## config.mk

```make
export PLATFORM = sky130hd
export DESIGN_NAME = ps2_rx_fifo
export DESIGN_NICKNAME = d
export VERILOG_FILES = /design/src/rtl/ps2_rx_fifo.sv
export SDC_FILE = /design/constraint.sdc
export NUM_CORES = 1
export LEC_CHECK = 0
export BUFFER_PORTS_ARGS = -buffer_cell sky130_fd_sc_hd__buf_2
export CAP_MARGIN = 20
export CORE_MARGIN = 1.5
export CORE_UTILIZATION = 45
export CTS_CLUSTER_SIZE = 10
export DETAILED_ROUTE_END_ITERATION = 8
export GPL_ROUTABILITY_DRIVEN = 0
export MAX_ROUTING_LAYER = met4
export PLACE_DENSITY = 0.63
export SLEW_MARGIN = 20
export SYNTH_ARGS = -nofsm -noshare
export SYNTH_HDL_FRONTEND = slang
export SYNTH_SLANG_ARGS = --single-unit
```

## constraint.sdc

```tcl
create_clock -name clk -period 5.3 [get_ports clk]
set_input_delay 0.265 -clock clk [delete_from_list [all_inputs] [get_ports clk]]
set_output_delay 0.265 -clock clk [all_outputs]
set_load 0.02 [all_outputs]
```

## src/rtl/ps2_rx_fifo.sv

```systemverilog
// PS/2 keyboard receiver: synchronised, glitch-filtered frame capture, E0/F0 prefix
// folding into tagged key events, and a valid/ready event FIFO.
module ps2_rx_fifo #(
    parameter int FILTER_LEN     = 8,
    parameter int TIMEOUT_CYCLES = 100000,
    parameter int FIFO_DEPTH     = 8
) (
    input  logic       clk,
    input  logic       rst_n,
    input  logic       PS2Clk,
    input  logic       data,
    output logic [7:0] ev_code,
    output logic       ev_ext,
    output logic       ev_brk,
    output logic       ev_valid,
    input  logic       ev_ready,
    output logic       frame_err,
    output logic       overflow,
    output logic [7:0] err_count
);
    localparam int FW = $clog2(FILTER_LEN);
    localparam int TW = $clog2(TIMEOUT_CYCLES + 1);
    localparam int AW = $clog2(FIFO_DEPTH);

    typedef enum logic {IDLE, SHIFT} state_t;

    logic          c1_q, c2_q, d1_q, d2_q;
    logic          fclk_q, fclk_d;
    logic [FW-1:0] fcnt_q, fcnt_d;
    logic          fall;

    state_t        state_q, state_d;
    logic [3:0]    idx_q, idx_d;
    logic [7:0]    sh_q, sh_d;
    logic          par_q, par_d;
    logic [TW-1:0] tmo_q, tmo_d;
    logic          err_d, acc_d;
    logic          ferr_q, acc_q;
    logic [7:0]    ecnt_q;

    logic          ext_q, brk_q;
    logic          is_e0, is_f0, push_req, push, pop, empty, full, ovf_q;
    logic [AW:0]   wr_q, rd_q;
    logic [9:0]    mem_q [FIFO_DEPTH];
    logic [9:0]    head;

    always_ff @(posedge clk) begin
        if (!rst_n) begin
            c1_q   <= 1'b1;
            c2_q   <= 1'b1;
            d1_q   <= 1'b1;
            d2_q   <= 1'b1;
            fclk_q <= 1'b1;
            fcnt_q <= '0;
        end else begin
            c1_q   <= PS2Clk;
            c2_q   <= c1_q;
            d1_q   <= data;
            d2_q   <= d1_q;
            fclk_q <= fclk_d;
            fcnt_q <= fcnt_d;
        end
    end

    // Count consecutive samples disagreeing with the filtered clock; flip on the FILTER_LEN-th.
    always_comb begin
        fclk_d = fclk_q;
        fcnt_d = '0;
        if (c2_q != fclk_q) begin
            if (fcnt_q == FW'(FILTER_LEN - 1)) fclk_d = c2_q;
            else                               fcnt_d = fcnt_q + FW'(1);
        end
    end

    assign fall = fclk_q & ~fclk_d;

    always_ff @(posedge clk) begin
        if (!rst_n) begin
            state_q <= IDLE;
            idx_q   <= '0;
            sh_q    <= '0;
            par_q   <= 1'b0;
            tmo_q   <= '0;
        end else begin
            state_q <= state_d;
            idx_q   <= idx_d;
            sh_q    <= sh_d;
            par_q   <= par_d;
            tmo_q   <= tmo_d;
        end
    end

    always_comb begin
        state_d = state_q;
        idx_d   = idx_q;
        sh_d    = sh_q;
        par_d   = par_q;
        tmo_d   = tmo_q;
        case (state_q)
            IDLE: begin
                tmo_d = '0;
                if (fall && !d2_q) begin
                    state_d = SHIFT;
                    idx_d   = 4'd1;
                end
            end
            SHIFT: begin
                if (fall) begin
                    tmo_d = '0;
                    idx_d = idx_q + 4'd1;
                    if (idx_q <= 4'd8)       sh_d    = {d2_q, sh_q[7:1]};
                    else if (idx_q == 4'd9)  par_d   = d2_q;
                    else                     state_d = IDLE;
                end else if (tmo_q == TW'(TIMEOUT_CYCLES - 1)) begin
                    state_d = IDLE;
                end else begin
                    tmo_d = tmo_q + TW'(1);
                end
            end
            default: state_d = IDLE;
        endcase
    end

    always_comb begin
        err_d = 1'b0;
        acc_d = 1'b0;
        case (state_q)
            IDLE:  err_d = fall & d2_q;
            SHIFT: begin
                if (fall) begin
                    if (idx_q >= 4'd10) begin
                        acc_d = (^sh_q ^ par_q) & d2_q;
                        err_d = ~acc_d;
                    end
                end else begin
                    err_d = (tmo_q == TW'(TIMEOUT_CYCLES - 1));
                end
            end
            default: ;
        endcase
    end

    // sh_q stays stable in IDLE, so the accepted byte is read directly one cycle later.
    assign is_e0    = (sh_q == 8'hE0);
    assign is_f0    = (sh_q == 8'hF0);
    assign push_req = acc_q & ~is_e0 & ~is_f0;

    assign empty = (wr_q == rd_q);
    assign full  = (wr_q[AW] != rd_q[AW]) && (wr_q[AW-1:0] == rd_q[AW-1:0]);
    assign pop   = ~empty & ev_ready;
    assign push  = push_req & (~full | pop);

    always_ff @(posedge clk) begin
        if (!rst_n) begin
            ferr_q <= 1'b0;
            acc_q  <= 1'b0;
            ecnt_q <= '0;
            ext_q  <= 1'b0;
            brk_q  <= 1'b0;
            wr_q   <= '0;
            rd_q   <= '0;
            ovf_q  <= 1'b0;
        end else begin
            ferr_q <= err_d;
            acc_q  <= acc_d;
            if (err_d && ecnt_q != 8'hFF) ecnt_q <= ecnt_q + 8'd1;
            if (ferr_q) begin
                ext_q <= 1'b0;
                brk_q <= 1'b0;
            end else if (acc_q) begin
                if (is_e0)      ext_q <= 1'b1;
                else if (is_f0) brk_q <= 1'b1;
                else begin
                    ext_q <= 1'b0;
                    brk_q <= 1'b0;
                end
            end
            if (push) wr_q <= wr_q + (AW+1)'(1);
            if (pop)  rd_q <= rd_q + (AW+1)'(1);
            ovf_q <= push_req & full & ~pop;
        end
    end

    always_ff @(posedge clk) begin
        if (push) mem_q[wr_q[AW-1:0]] <= {sh_q, ext_q, brk_q};
    end

    assign head      = mem_q[rd_q[AW-1:0]];
    assign ev_valid  = ~empty;
    assign ev_code   = ev_valid ? head[9:2] : 8'h00;
    assign ev_ext    = ev_valid & head[1];
    assign ev_brk    = ev_valid & head[0];
    assign frame_err = ferr_q;
    assign overflow  = ovf_q;
    assign err_count = ecnt_q;
endmodule
```

# --- Word-level counts from Yosys, hierarchy flattened ---
# Memory sizes are Yosys's and may differ from the RTL's. A register that Yosys moved wholly into a read port is not among the register bits.
# Index checks and enable logic that the tools add are counted.
totals:
  ff_bits: 60
  ram_bits: 80
  inputBits: 5
  out_inout_bits: 21
  elab_cells: 104
  memories: 1
memory_table:
  columns: ["name", "depth", "word_bits", "read_ports", "rd_clocked_by_memory_dff", "wr", "line_no", "rtl"]
  rows:
  - ["mem_q", 8, 10, 1, 1, 1, "44", "logic [9:0] mem_q [FIFO_DEPTH];"]
classes:
  n_addsub: 6
  magnitude_cmp: 2
  n_eq_ne: 14
  n_mux: 25
  n_bitwise: 24
  reduce_logical: 13
ops:
  columns: ["operator", "count"]
  rows:
  - ["17-bit two-way mux", 2]
  - ["17-bit case mux with 2 select lines", 1]
  - ["17-bit by 1-bit adder with 17-bit output, second input constant", 1]
  - ["17-bit equality test, second input constant", 1]
  - ["8-bit equality test, second input constant", 2]
  - ["1-bit two-way mux", 14]
  - ["4-bit by 1-bit adder with 4-bit output, second input constant", 3]
  - ["1-bit AND", 11]
  - ["1-bit NOT", 11]
  - ["8-bit by 1-bit adder with 8-bit output, second input constant", 1]
  - ["4-bit two-way mux", 2]
  - ["8-bit two-way mux", 1]
  - ["8-bit inequality test, second input constant", 1]
  - ["4-bit case mux with 2 select lines", 1]
  - ["4-bit AND reduction", 2]
  - ["8-bit XOR reduction", 1]
  - ["3-bit two-way mux", 2]
  - ["2-bit inequality test, second input constant", 3]
  - ["2-bit AND reduction", 3]
  - ["4-bit equality test", 1]
  - ["4-bit equality test, second input constant", 1]
  - ["4-bit >= comparator, second input constant", 1]
  - ["4-bit less-or-equal comparator, second input constant", 1]
  - ["1-bit case mux with 2 select lines", 2]
  - ["12 further kinds", 15]

# --- Longest topological paths before layout ---
# Gate-level depths: netlist of the first run.
depth:
  ltp_word: 8
  ltp_mapped: 8
  mapped_depth_nobuf: 7

# --- Worst setup path after synthesis of the first run ---
# Ideal clock, no wire load.
synth_path:
  path_type: "register to register"
  from: "register sh_q[4]"
  to: "memory mem_q[2][0], enable pin"
  setup_time_ps: 392
  arrival_time_ps: 2254
  t_required_ps: 4908
  slack_ps: 2654
  path_stages_with_launch: 8
  period_less_slack_ps: 2646
  path_cell_list: "dfxtp_1 > inv_1 > ha_1 > o2111ai_1 > nand2_1 > a21oi_2 > nand2b_1 > nor3b_1"
synth_between:
  elab_chain_len: 7
synth_lines:
  columns: ["element", "line_no", "rtl"]
  rows:
  - ["start, declared", "34", "logic [7:0] sh_q, sh_d;"]
  - ["start signal, assigned", "81", "sh_q <= '0;"]
  - ["start signal, assigned", "87", "sh_q <= sh_d;"]
  - ["8-bit equality test", "144", "assign is_e0 = (sh_q == 8'hE0);"]
  - ["1-bit NOT (no source line)", null, null]
  - ["1-bit AND", "146", "assign push_req = acc_q & ~is_e0 & ~is_f0;"]
  - ["1-bit AND *", "146", null]
  - ["1-bit AND *", "151", "assign push = push_req & (~full | pop);"]
  - ["1-bit two-way mux *", "185", "if (push) mem_q[wr_q[AW-1:0]] <= {sh_q, ext_q, brk_q};"]
  - ["1-bit two-way mux (not written as such) *", "185", null]
  - ["end, declared", "44", null]
# Every way passes the cells marked *; elsewhere a longest branch is shown, timed or not.

# --- Worst setup path in the final report of the first run ---
layout_path:
  from: "register sh_q[4]"
  to: "memory mem_q[6][2], enable pin"
# The elaborated chain is that of the path after synthesis.

==> impl_results.md, run 1 <==
* Post-CTS Setup Repair Bufs at 0
* Worst EP required at 5.43 ns
* Die Span X at 119 µm
* Clock latency at the later pin of the worst-skew pair at 0.43 ns
* Max Root-Sink Buffers at 2
* Leak Pwr at 2.43 nW
* Register share of total power at 47.7%
* CTS tree: built
* Pwr Total at 2.44 mW
* Placed Instances at 649
* VDD IR-drop max at 0.214 mV
* Core region area at 13,200 µm²
* Cell count after synthesis at 460
* Ports at 26
* Initial Util at 46.1%
* First-pass GRT wire length at 18,800 µm
* Yosys cell types at 58
* Die span in y at 119 µm
* Grt ovf at 0
* Area fraction of the dominant cell type after synthesis at 39.3%
* Worst EP arrival at 3.10 ns
* Via density at 5.33
* YS warnings at 0
* Hold Crit Class: input port to register
* Post-synth EDFFs at 80
* Hold-fix buffers at CTS at 0
* Gr usage total at 18.0%
* Starting DRT DRC Count at 188
* Largest net degree at the start of global routing at 28
* Switching Fraction at 19.7%
* Fmax at 0.338 GHz
* Power share of the combinational group at 0.5%
* Period utilisation layout at 55.9%
* Sink Count at 143
* Routed WL per cell at 16.7 µm
* Pre-antenna DRT Iters at 4
* Final Hold Slack at 0.0207 ns
* Top-count cell post-synth: edfxtp_1
* Multi-input gate area at 2310 µm²
* Port bufs at 25
* Outcome: finished, final reports clean
* Clk pwr share at 51.8%
* Via count of the first global-routing pass at 3,617
* Max-cap violations at 0
* Reg2reg start: sh_q[4]
* Tmin final at 2.96 ns
* Share of cells above drive strength 1 at 20.0%
* H-tree depth reported by CTS at 4
* Seq/Total Area, Yosys at 60.0%
* Pwr per Cell Area at 346 nW/µm²
* Top cells by area, synth: edfxtp_1, dfxtp_1, mux4_2
* N_diodes at 0
* Cell Count, Final, Fillers Out at 681
* # resized after CTS at 0
* Critical path endpoint category: register
* Post-Syn Area at 6110 µm²
* Ys flop type: edfxtp_1
* Synth area leader: edfxtp_1
* Syn-to-layout area delta at 15.4%
* RSZ-0062 raised after global routing: no
* Row count at 42
* WS Path Type: register to register
* Routed WL at 11,400 µm
* FF+latch area at 3660 µm²
* Final hold vios at 0
* Slew headroom at 28.8%
* Maximum fanout along the worst path at 12
* FFs w/ async S/R, synth at 0%
* Nets at 511
* Setup Skew at 0.00919 ns
* DRC at 0
* Setup violators final at 0
* P_int at 1.96 mW
* Worst-path clk slew at 0.06 ns
* Psw at 0.481 mW
* Hold Crit Start: PS2Clk
* Worst setup SP type: register
* Slew Limit Fails at 0
* Post-synth top cells: edfxtp_1, dfxtp_1, nor2_1
* Total CTS buffers at 17
* Antenna violations before repair at 0
* DR vias at 3,632
* Syn_area_per_cell at 13.3 µm²
* CTS root buf: clkbuf_16
* Flops & latches, synth at 143
* Syn Nets at 479
* DP Wirelength at 7250 µm
* Remaining antenna violation count after routing at 0
* Area of the die at 14,300 µm²
* Worst Tran Pin Value at 1.07 ns
* # fillers at 1,127
* Setup TNS at 0 ns
* CP startpoint: sh_q[4]
## registers in the layout (all words and copies together), names as in the netlist, named ones only
register and cells:
err_count 8, idx_q 4, wr_q 4, brk_q 1, tmo_q 17, state_q 1, acc_q 1, mem_q 80
sh_q 8, fcnt_q 3, overflow 1, d1_q 1, c1_q 1, d2_q 1, frame_err 1, c2_q 1
fclk_q 1, par_q 1, rd_q 4, ext_q 1
## cell type report
type / count / share of cell area, %
clock buffer: 17 / 6.04
clock inverter: 15 / 2.95
inverter: 11 / 0.586
multi-input combinational: 287 / 32.8
sequential: 143 / 52.0
tap: 176 / 3.13
timing repair buffer: 32 / 2.52
## power groups by stage
stage | Sequential, mW | Clock (mW) | Combinational [mW]
floorplan | 1.18 | 0 | 0.00801
global placement | 1.19 | 0 | 0.0121
detailed placement | 1.19 | 0 | 0.0124
CTS | 1.16 | 1.29 | 0.0124
global route | 1.16 | 1.33 | 0.0140
finish | 1.16 | 1.26 | 0.0123
## worst max-delay path: stages, from the launching register on
cell       delay, ns
dfxtp_1         0.57
inv_1           0.08
ha_1            0.25
o2111ai_1       0.22
nand2_1         0.12
a21oi_2         0.28
nand2_1         0.15
nor3b_1         0.70
buf_4           0.30
## kinds of logic (layout without fill, tap and decap cells)
group,after synthesis,after routing,synth area share (%)
and+or+nand+nor,160,160,14.4
DFF,143,143,60.0
muxes,52,52,12.6
AOI/OAI and AO/OA,41,41,4.75
buffers and inverters,30,75,2.23
xor gates and xnor gates,20,20,3.09
adders and majority gates,14,14,2.87
## cells in the final DEF, fill, tap and decap left out, types with 3 or more instances in the layout
| cell | count |
|---|---|
| edfxtp_1 | 80 |
| xor2_1 | 8 |
| and4_1 | 4 |
| and2_1 | 3 |
| dfxtp_1 | 63 |
| buf_4 | 7 |
| and3_1 | 3 |
| o21ai_0 | 6 |
| mux2i_1 | 32 |
| nand4b_1 | 3 |
| clkbuf_16 | 17 |
| or3_1 | 5 |
| xnor2_1 | 11 |
| nand2b_1 | 14 |
| buf_2 | 25 |
| nor3b_1 | 4 |
| inv_6 | 4 |
| clkinvlp_4 | 4 |
| mux4_2 | 20 |
| bufinv_16 | 4 |
| nand4_1 | 9 |
| nor3_1 | 8 |
| nand2_1 | 32 |
| inv_1 | 9 |
| ha_1 | 14 |
| nor2_1 | 46 |
| a21oi_1 | 14 |
| nand3_1 | 12 |
## worst paths after layout
kind                                    end  slack (ns)  depth (start not counted)
worst max register to register  mem_q[6][2]        2.34                          8
worst min register to register         d2_q        0.42                          1
worst max-delay path            mem_q[6][2]        2.34                          8
worst min-delay path                   c1_q        0.02                          2
## stage by stage
step	util [%]	setup slack [ns]	area, µm²
6_report	53.2	2.34	7040
2_1_floorplan	-	2.65	6110
3_3_place_gp	48.4	2.42	6410
3_5_place_dp	48.4	2.26	6410
4_1_cts	53.2	2.25	7040
5_1_grt	53.2	2.05	7040
## layer usage
layer,part of all wire (%),GRT usage (%),routed length [µm]
met1,45,21.7,5140
met3,4.3,4.74,487
met5,0,-,0
met2,49,28.5,5550
met4,1.6,7.96,178
Note: power is estimated with default switching activity, not from simulation.
==> run 2, diff against run 1 <==
--- a/config.mk
+++ b/config.mk
@@ -13,7 +13,7 @@
 export DETAILED_ROUTE_END_ITERATION = 8
 export GPL_ROUTABILITY_DRIVEN = 0
 export MAX_ROUTING_LAYER = met4
-export PLACE_DENSITY = 0.63
+export PLACE_DENSITY = 0.66
 export SLEW_MARGIN = 20
 export SYNTH_ARGS = -nofsm -noshare
 export SYNTH_HDL_FRONTEND = slang
==> constraint.sdc (replaced) <==
create_clock -name clk -period 2.6 [get_ports clk]
set_input_delay 0.13 -clock clk [delete_from_list [all_inputs] [get_ports clk]]
set_output_delay 0.13 -clock clk [all_outputs]
set_load 0.02 [all_outputs]
==> run 2 against run 1 <==
Net effect:
- utilization up 0.77 points
- critical path depth unchanged
- setup slack worse by 1.9 ns
- maximum frequency up 34%
- non-clock buffer count up 17
- cell count up 2.5%
- die area unchanged
==> impl_results.md, run 2 (same netlist as run 1, synthesis figures left out) <==
* GR Layer Usage met3 at 5.32% (+0.57 points)
* Pwr per Cell Area at 672 nW/µm² (+94%)
* Via density at 5.27 (-1.3%)
* Post-CTS Setup Repair Bufs at 0 (unchanged)
* Max-cap violations at 0 (unchanged)
* Sink Count at 143 (unchanged)
* Area of the die at 14,300 µm² (unchanged)
* CP dominant cell by count: buf_4
* Ports at 26 (unchanged)
* N_diodes at 0 (unchanged)
* # fillers at 1,146 (+1.7%)
* Row count at 42 (unchanged)
* Multi-input gate area at 2320 µm² (+0.33%)
* Nets at 528 (+3.3%)
* FF+latch area at 3660 µm² (unchanged)
* Most used routing layer: met2
* Initial Util at 46.1% (unchanged)
* Syn-to-layout area delta at 17.0%
* Worst EP arrival at 2.33 ns (-0.77 ns)
* Routed WL at 11,400 µm (about the same)
* Share of cells above drive strength 1 at 21.5% (+1.5 points)
* Worst setup SP type: register
* Critical path endpoint category: register
* Fin util at 54.0% (+0.77 points)
* Remaining antenna violation count after routing at 0 (unchanged)
* H-tree depth reported by CTS at 4 (unchanged)
* Worst Tran Pin Value at 0.703 ns (-0.364 ns)
* Setup Skew at 0.00704 ns (-0.00215 ns)
* Core region area at 13,200 µm² (unchanged)
* Total CTS buffers at 17 (unchanged)
* Reg2Reg Depth at 8 (unchanged)
* Final hold vios at 0 (unchanged)
* Tmin final at 2.21 ns (-0.751 ns)
* Pre-antenna DRT Iters at 4 (unchanged)
* Worst EP required at 2.72 ns (-2.71 ns)
* Fmax at 0.453 GHz (+34%)
* Most common cell after layout, fill and taps aside: edfxtp_1
* Worst path slowest cell: dfxtp_1
* Slew headroom at 53.1% (+24 points)
* Maximum fanout along the worst path at 11 (-1)
* Gr usage total at 18.0% (about the same)
* Largest register FFs at 80 (unchanged)
* DP Worst Slack at 0.380 ns (-1.88 ns)
* DP Wirelength at 7610 µm (+4.9%)
* Grt ovf at 0 (unchanged)
* First-pass GRT wire length at 18,700 µm (-0.44%)
* DR vias at 3,676 (+1.2%)
* Psw at 0.924 mW (+92%)
* Starting DRT DRC Count at 258 (+37%)
* WS Path Type: register to register
* CTS tree: built
* RSZ-0062 raised after global routing: no
* Worst-path clk slew at 0.06 ns (about the same)
* Hold Path Cell Cnt at 3 (+1)
* Clock latency at the later pin of the worst-skew pair at 0.41 ns (-0.02 ns)
* Die Span X at 119 µm (unchanged)
* Largest net degree at the start of global routing at 22 (-21%)
* P_int at 3.88 mW (+98%)
* WP buf/inv at 2 (unchanged)
* Antenna violations before repair at 0 (unchanged)
* Met1 global-route usage at 22.1% (+0.36 points)
* Register share of total power at 49.3% (+1.6 points)
* Switching Fraction at 19.2% (-0.50 points)
* Hold Crit Class: input port to register
* Via count of the first global-routing pass at 3,605 (-0.33%)
* CP top delay family: simple AND/OR/NAND/NOR gates
* Max incr delay on CP at 0.31 ns (-0.39 ns)
* Leak Pwr at 2.50 nW (+3.2%)
* Total stage count of the critical path at 8 (unchanged)
* Routed WL per cell at 16.3 µm (-2.4%)
* Setup violators final at 0 (unchanged)
* CP cell instances: buf_4 > ha_1 > o2111ai_1 > nand2_1 > a21oi_2 > nand2b_1 > nor3b_2 > buf_4
* Slew Limit Fails at 0 (unchanged)
* Outcome: finished, final reports clean
* Worst Setup Slack, final at 0.390 ns (-1.95 ns)
* DRC at 0 (unchanged)
* Die span in y at 119 µm (unchanged)
* CTS root buf: clkbuf_16
* Clk pwr share at 50.1% (-1.7 points)
* GR Util met2 at 28.9% (+0.40 points)
* Most frequent cells in the layout: edfxtp_1, dfxtp_1, nor2_1
* Port bufs at 25 (unchanged)
* Max Root-Sink Buffers at 2 (unchanged)
* Period utilisation layout at 85.0% (+29 points)
* Power share of the combinational group at 0.6% (about the same)
* VDD IR-drop max at 0.602 mV (+180%)
-- run 2: changes by cell type in the layout (fill, tap and decap cells not counted), sizes merged --
cell | before | now
clkinv | 4 | 10
buf | 32 | 46
inv | 14 | 12
bufinv | 4 | 3
clkinvlp | 4 | 1
dlygate4sd3 | 0 | 3
-- run 2: worst paths after layout --
path,slack (ns),to,from
setup / recovery,0.39,mem_q[2][5],sh_q[4]
hold / removal,0.05,register,ev_ready
setup reg to reg,0.39,mem_q[2][5],sh_q[4]
hold reg to reg,0.41,c2_q,c1_q
-- run 2: what timing repair did --
| action | in CTS | in global routing |
|---|---|---|
| gates resized for setup | 0 | 0 |
| endpoints found under the hold margin | 4 | 0 |
| hold buffers | 3 | 0 |
-- run 2: routing by layer --
metal,share of wire (%),wire length [µm]
met5,0,0
met4,0.50,57
met3,3.5,395
met2,52,5950
met1,44,4960
-- run 2: power groups by stage --
stage	sequential, mW	combinational (mW)	clock (mW)
2_1_floorplan	2.42	0.0163	0
3_3_place_gp	2.42	0.0260	0
3_5_place_dp	2.42	0.0268	0
4_1_cts	2.37	0.0302	2.44
5_1_grt	2.37	0.0332	2.56
6_report	2.37	0.0297	2.40
-- run 2: through the flow --
stage / instances / TNS (ns) / cell area (µm²) / hold slack (ns) / power [mW]
final: 698 / 0 / 7150 / 0.0518 / 4.80
after global routing: 698 / 0 / 7150 / 0.0405 / 4.96
after CTS: 698 / 0 / 7150 / 0.0302 / 4.84
after detailed placement: 663 / 0 / 6520 / 0.318 / 2.44
after global placement: 663 / 0 / 6520 / 0.313 / 2.44
after floorplan: 460 / -0.247 / 6120 / 0.231 / 2.43
-- run 2: layout make-up --
type	count	share of cell area, %
timing repair buffer	49	4.38
clock buffer	17	5.95
sequential	143	51.3
inverter	11	0.578
tap	176	3.08
multi-input combinational	287	32.4
clock inverter	15	2.35
-- run 2: worst reg2reg max path, stage by stage (launching register included) --
cell,delay (ns)
dfxtp_1,0.31
buf_4,0.17
ha_1,0.23
o2111ai_1,0.18
nand2_1,0.11
a21oi_2,0.29
nand2b_1,0.21
nor3b_2,0.22
buf_4,0.20
